## src/rtl/mbist_pkg.sv

```systemverilog
// mbist_pkg: controller states, March element codes, phase encoding and per-element rules
package mbist_pkg;
  typedef enum logic [3:0] {S_M0, S_M1, S_M2, S_M3, S_M4, S_M5, S_DRAIN, S_DONE, S_IDLE} state_t;
  typedef enum logic {PH_RD, PH_WR} phase_t;
  localparam logic [2:0] M0 = 3'd0, M1 = 3'd1, M2 = 3'd2, M3 = 3'd3, M4 = 3'd4, M5 = 3'd5;
  typedef struct packed {
    logic down;
    logic rbit;
  } elem_t;
  function automatic elem_t elem_info(input logic [2:0] e);
    elem_t r;
    r.down = e == M3 || e == M4;
    r.rbit = e == M2 || e == M4;
    return r;
  endfunction
endpackage

```

## src/rtl/mbist_addr_gen.sv

```systemverilog
// mbist_addr_gen: up/down address counter with load-to-start and end-of-sweep flag
module mbist_addr_gen #(
  parameter int ADDR_W = 2
) (
  input  logic              clk,
  input  logic              rst,
  input  logic              load,
  input  logic              step,
  input  logic              dir,
  output logic [ADDR_W-1:0] addr,
  output logic              last
);
  logic down;
  always_ff @(posedge clk or posedge rst)
    if (rst) begin
      addr <= '0;
      down <= 1'b0;
    end else if (load) begin
      addr <= dir ? '1 : '0;
      down <= dir;
    end else if (step)
      addr <= down ? addr - ADDR_W'(1) : addr + ADDR_W'(1);
  assign last = down ? addr == '0 : addr == '1;
endmodule

```

## src/rtl/mbist_march_ctrl.sv

```systemverilog
// mbist_march_ctrl: March C- memory BIST sequencer with read-compare and first-failure capture
module mbist_march_ctrl
  import mbist_pkg::*;
#(
  parameter int ADDR_W = 2,
  parameter int DATA_W = 4,
  parameter logic [DATA_W-1:0] BG = {DATA_W{1'b0}},
  parameter int CNT_W = 8
) (
  input  logic              clk,
  input  logic              rst,
  input  logic              start,
  output logic [ADDR_W-1:0] mem_addr,
  output logic [DATA_W-1:0] mem_wdata,
  output logic              mem_we,
  output logic              mem_re,
  input  logic [DATA_W-1:0] mem_rdata,
  output logic              busy,
  output logic              done,
  output logic              pass,
  output logic              fail,
  output logic [ADDR_W-1:0] fail_addr,
  output logic [2:0]        fail_elem,
  output logic [DATA_W-1:0] fail_bits,
  output logic [CNT_W-1:0]  err_count
);
  state_t state;
  phase_t phase;
  elem_t cur, nxt;
  logic [2:0] elem, cmp_elem;
  logic [DATA_W-1:0] cmp_exp;
  logic [ADDR_W-1:0] cmp_addr;
  logic unused_info, is_el, rw, rd_op, wr_op, adv, go, last, load, step, dir, cmp_valid, mismatch;
  mbist_addr_gen #(.ADDR_W(ADDR_W)) u_addr (
    .clk(clk), .rst(rst), .load(load), .step(step), .dir(dir), .addr(mem_addr), .last(last)
  );
  always_comb begin
    elem = state[2:0];
    cur = elem_info(elem);
    nxt = elem_info(elem + 3'd1);
    unused_info = cur.down ^ nxt.rbit;
    is_el = state < S_DRAIN;
    rw = elem inside {M1, M2, M3, M4};
    rd_op = is_el && elem != M0 && (!rw || phase == PH_RD);
    wr_op = is_el && elem != M5 && (!rw || phase == PH_WR);
    adv = is_el && !(rw && phase == PH_RD);
    go = start && (state == S_IDLE || state == S_DONE);
    load = go || (adv && last);
    step = adv && !last;
    dir = !go && nxt.down;
    mismatch = cmp_valid && mem_rdata != cmp_exp;
    mem_we = wr_op;
    mem_re = rd_op;
    mem_wdata = wr_op ? ((rw && !cur.rbit) ? ~BG : BG) : '0;
    busy = is_el || state == S_DRAIN;
    done = state == S_DONE;
    pass = done && !fail;
  end
  always_ff @(posedge clk or posedge rst)
    if (rst) begin
      state <= S_IDLE;
      phase <= PH_RD;
      cmp_valid <= 1'b0;
      cmp_exp <= '0;
      cmp_addr <= '0;
      cmp_elem <= '0;
      fail <= 1'b0;
      fail_addr <= '0;
      fail_elem <= '0;
      fail_bits <= '0;
      err_count <= '0;
    end else begin
      state <= go ? S_M0 : state == S_DRAIN ? S_DONE : (adv && last) ? state_t'(state + 4'd1) : state;
      phase <= (!go && rw && phase == PH_RD) ? PH_WR : PH_RD;
      cmp_valid <= rd_op;
      cmp_exp <= cur.rbit ? ~BG : BG;
      cmp_addr <= mem_addr;
      cmp_elem <= elem;
      if (go) begin
        fail <= 1'b0;
        fail_addr <= '0;
        fail_elem <= '0;
        fail_bits <= '0;
        err_count <= '0;
      end else if (mismatch) begin
        if (err_count != '1) err_count <= err_count + CNT_W'(1);
        if (!fail) begin
          fail <= 1'b1;
          fail_addr <= cmp_addr;
          fail_elem <= cmp_elem;
          fail_bits <= mem_rdata ^ cmp_exp;
        end
      end
    end
endmodule
```

## config.mk

```make
export PLATFORM = sky130hd
export DESIGN_NAME = mbist_march_ctrl
export DESIGN_NICKNAME = d
export VERILOG_FILES = /design/src/rtl/mbist_pkg.sv /design/src/rtl/mbist_addr_gen.sv /design/src/rtl/mbist_march_ctrl.sv
export SDC_FILE = /design/constraint.sdc
export NUM_CORES = 1
export LEC_CHECK = 0
export BUFFER_PORTS_ARGS = -buffer_cell sky130_fd_sc_hd__buf_2
export CELL_PAD_IN_SITES_DETAIL_PLACEMENT = 1
export CELL_PAD_IN_SITES_GLOBAL_PLACEMENT = 1
export CORE_MARGIN = 2
export CORE_UTILIZATION = 42
export DETAILED_ROUTE_END_ITERATION = 10
export PLACE_DENSITY = 0.84
export SYNTH_ARGS = -nofsm -noshare
export SYNTH_HDL_FRONTEND = slang
export SYNTH_HIERARCHICAL = 1
export SYNTH_SLANG_ARGS = --single-unit
```

## constraint.sdc

```tcl
create_clock -name clk -period 3.09 [get_ports clk]
set_input_delay 0.618 -clock clk [delete_from_list [all_inputs] [get_ports clk]]
set_output_delay 0.618 -clock clk [all_outputs]
set_load 0.005 [all_outputs]
```

==> impl_metrics.env <==
export IMPL_status="finished clean"
export IMPL_fmax_mhz=357
export IMPL_numCtsBuffers=5
export IMPL_seq_area_frac_synth=0.446
export IMPL_p_int_uw=1460
export IMPL_htree_num_levels=2
export IMPL_nets=230
export IMPL_ys_flop_type="dfrtp_1"
export IMPL_clock_path_buffers=2
export IMPL_antenna_found_initial=0
export IMPL_ioPinCount=36
export IMPL_rsz0062_at_grt="false"
export IMPL_synth_top_family_by_area="simple AND/OR/NAND/NOR gates"
export IMPL_cp_arrival_ps=2180
export IMPL_finalWorstSetupSlack_ps=289
export IMPL_grt_start_max_net_pins=31
export IMPL_use_met2=0.344
export IMPL_power_frac_comb=0.441
export IMPL_post_cts_buffers=0
export IMPL_grt_pass1_wl_mm=7.95
export IMPL_r2r_slack_ps=680
export IMPL_cts_root_buf="clkbuf_8"
export IMPL_slew_headroom=0.479
export IMPL_dpl_hpwl_mm=3.14
export IMPL_period_needed_ps=2800
export IMPL_hold_violations=0
export IMPL_ant_nets=0
export IMPL_ys_ff_latch=33
export IMPL_tns_ps=0
export IMPL_synth_enable_flop_cells=0
export IMPL_leakage_uw=0.000994
export IMPL_synthArstFlopShare=1.00
export IMPL_ys_warn_count=6
export IMPL_pre_cts_ws_ps=377
export IMPL_finClkSkew_ps=6.01
export IMPL_power_share_clock=0.201
export IMPL_drive_gt1_frac=0.298
export IMPL_power_density_nw_per_um2=1130
export IMPL_max_slew_worst_pin_slew_ps=766
export IMPL_period_share=0.907
export IMPL_die_w_um=70.5
export IMPL_rows=24
export IMPL_grt_util_all_layers=0.207
export IMPL_gp_congestion=0.849
export IMPL_cts_hold_buf=0
export IMPL_seqPwrFrac=0.358
export IMPL_swShare=0.405
export IMPL_cp_max_fo=6
export IMPL_die_area_um2=4970
export IMPL_dr_pass1_iters=4
export IMPL_synthXorXnorAreaFrac=0.0378
export IMPL_grt_util_met3=0.0447
export IMPL_path_clk_slew_ps=70
export IMPL_synth_cell_types=47
export IMPL_clock_sinks=33
export IMPL_fill_cells=523
export IMPL_syn_mean_instance_area_um2=10.0
export IMPL_finalSetupViolCount=0
export IMPL_crit_end="mem_wdata[1]"
export IMPL_synthAdderAreaFrac=0.0405
export IMPL_n_antenna_cell=0
export IMPL_io_buffer_count=35
export IMPL_synth_simple_area_share=0.216
export IMPL_vdd_ir_drop_max_mv=0.505
export IMPL_routedWlPerCell_um=17.3
export IMPL_die_h_um=70.5
export IMPL_synth_compound_area_frac=0.171
export IMPL_postSynthNetCount=198
export IMPL_rr_startpoint="state[1]"
export IMPL_met1_usage=0.252
export IMPL_drc=0
export IMPL_areaGrowthSynthToFinish_pct=17.1
export IMPL_netlist_area_um2=1860
export IMPL_critPathLaunch="state[0]"
export IMPL_max_cap_viol_count=0
export IMPL_first_global_vias=1644
export IMPL_path_class="reg2out"
export IMPL_totalWireLength_mm=4.67
export IMPL_grt_overflow_total=0
export IMPL_cts_tree="yes"
export IMPL_core_area_um2=4290
export IMPL_top_usage_layer="met2"
export IMPL_worstPathRequired_ps=2470
export IMPL_synth_cells=185
export IMPL_drt_iter0_markers=75
export IMPL_viasPerCell=5.77
export IMPL_postLayoutCellArea_um2=2170
export IMPL_rr_endpoint="u_addr/addr[1]"
export IMPL_slew_violations=0
export IMPL_muxShareOfSynthArea=0.0303
export IMPL_initial_utilization=0.432
export IMPL_r2r_cells=7
export IMPL_hp_class="in2async"
export IMPL_cp_end_kind="primary output"
export IMPL_dpl_cell_area_um2=2020
export IMPL_insertion_delay_ps=290
export IMPL_critPathLaunchType="register"
export IMPL_p_switching_uw=992
export IMPL_vias=1559
-- synthesized netlist by cell type, drive strengths merged, types with 2 or more instances --
library cell / number / area (um2)
a21oi: 21 / 120
and3: 3 / 18.8
and4b: 2 / 20.0
buf: 9 / 78.8
clkbuf: 2 / 7.51
dfrtp: 32 / 801
ha: 6 / 75.1
inv: 6 / 22.5
mux2: 3 / 33.8
nand2: 9 / 33.8
nand2b: 3 / 18.8
nand3: 11 / 55.1
nand4: 4 / 25.0
nor2: 9 / 33.8
nor2b: 4 / 25.0
nor3: 9 / 65.1
nor4: 3 / 18.8
o211a: 2 / 20.0
o21a: 2 / 15.0
o21ai: 11 / 70.1
o31ai: 4 / 30.0
or3: 6 / 37.5
or4: 3 / 26.3
xnor2: 2 / 17.5
xor2: 6 / 52.6
-- metal layers --
metal,share of wire,routed length [um],vias to the layer above
li1,-,-,733
met1,0.43,2030,785
met2,0.50,2360,33
met3,0.038,176,8
met4,0.024,111,0
met5,0,0,-
-- layout by cell type, fill, tap and decap left out, types with 5 or more instances in the layout --
| cell | n |
|---|---|
| xor2_1 | 6 |
| nor3_1 | 5 |
| nand3_1 | 11 |
| inv_1 | 6 |
| nand2_1 | 9 |
| o21ai_0 | 5 |
| ha_1 | 6 |
| or3_1 | 6 |
| dfrtp_1 | 32 |
| a21oi_1 | 17 |
| nor2_1 | 9 |
| buf_2 | 35 |
| clkbuf_8 | 5 |
-- flip-flops by register name, summed over array words and instances (netlist names) --
name and cells:
err_count 8, fail_bits 4, state 4, cmp_elem 3, fail_elem 3, cmp_addr 2
fail_addr 2, u_addr/addr 2, cmp_exp 1, cmp_valid 1, fail 1, phase 1
u_addr/down 1
-- worst min path at each step --
stage              startpoint  cells after the start             end
6_report                  rst                      2  u_addr/addr[0]
5_1_grt                   rst                      2  u_addr/addr[1]
4_1_cts                   rst                      2  u_addr/addr[1]
3_5_place_dp   u_addr/addr[0]                      0     cmp_addr[0]
3_3_place_gp   u_addr/addr[0]                      0     cmp_addr[0]
2_1_floorplan             rst                      1  u_addr/addr[0]
-- critical path, stage by stage, from the launching register on --
cell and delay [ps]:
dfrtp_1 450, inv_1 110, ha_1 270, nor4_2 360, or3_1 190, nand2_1 130
nor4_4 220, buf_2 170
-- logic make-up after synthesis --
kind of cell	after synthesis
AO/OA/AOI/OAI	48
XOR/XNOR	8
adder cells (fa/ha/maj)	6
buffers and inverters	17
flip-flops	33
multiplexers	4
AND/OR/NAND/NOR	69
-- power by group through the flow --
stage          clock network [uW]  logic [uW]  registers (uW)
2_1_floorplan                   0         756             816
3_3_place_gp                    0         993             862
3_5_place_dp                    0        1040             873
4_1_cts                       503        1070             871
5_1_grt                       521        1210             915
6_report                      492        1080             876
-- area by class of cell --
type                    count  area, um2  share of cell area
inverters                   6       22.5              0.0104
repair buffers             36        183              0.0841
flip-flops and latches     33        827               0.381
clock buffers               5       68.8              0.0317
well taps                  52       65.1              0.0300
clock inverters             3       65.1              0.0300
multi-input cells         135        941               0.433
-- what timing repair did --
item                                    4_1_cts  5_1_grt
endpoints found under the setup margin        4        4
pin swaps                                     0        0
hold endpoints to repair                      0        0
resized for setup                             1        2
-- stage by stage --
step           hold slack, ps  cells  power [uW]   util
2_1_floorplan             372    185        1570      -
3_3_place_gp              484    262        1850  0.470
3_5_place_dp              492    262        1910  0.470
4_1_cts                   182    270        2440  0.502
5_1_grt                   182    270        2650  0.506
6_report                  191    270        2450  0.506
(Power assumes the default switching activity.)
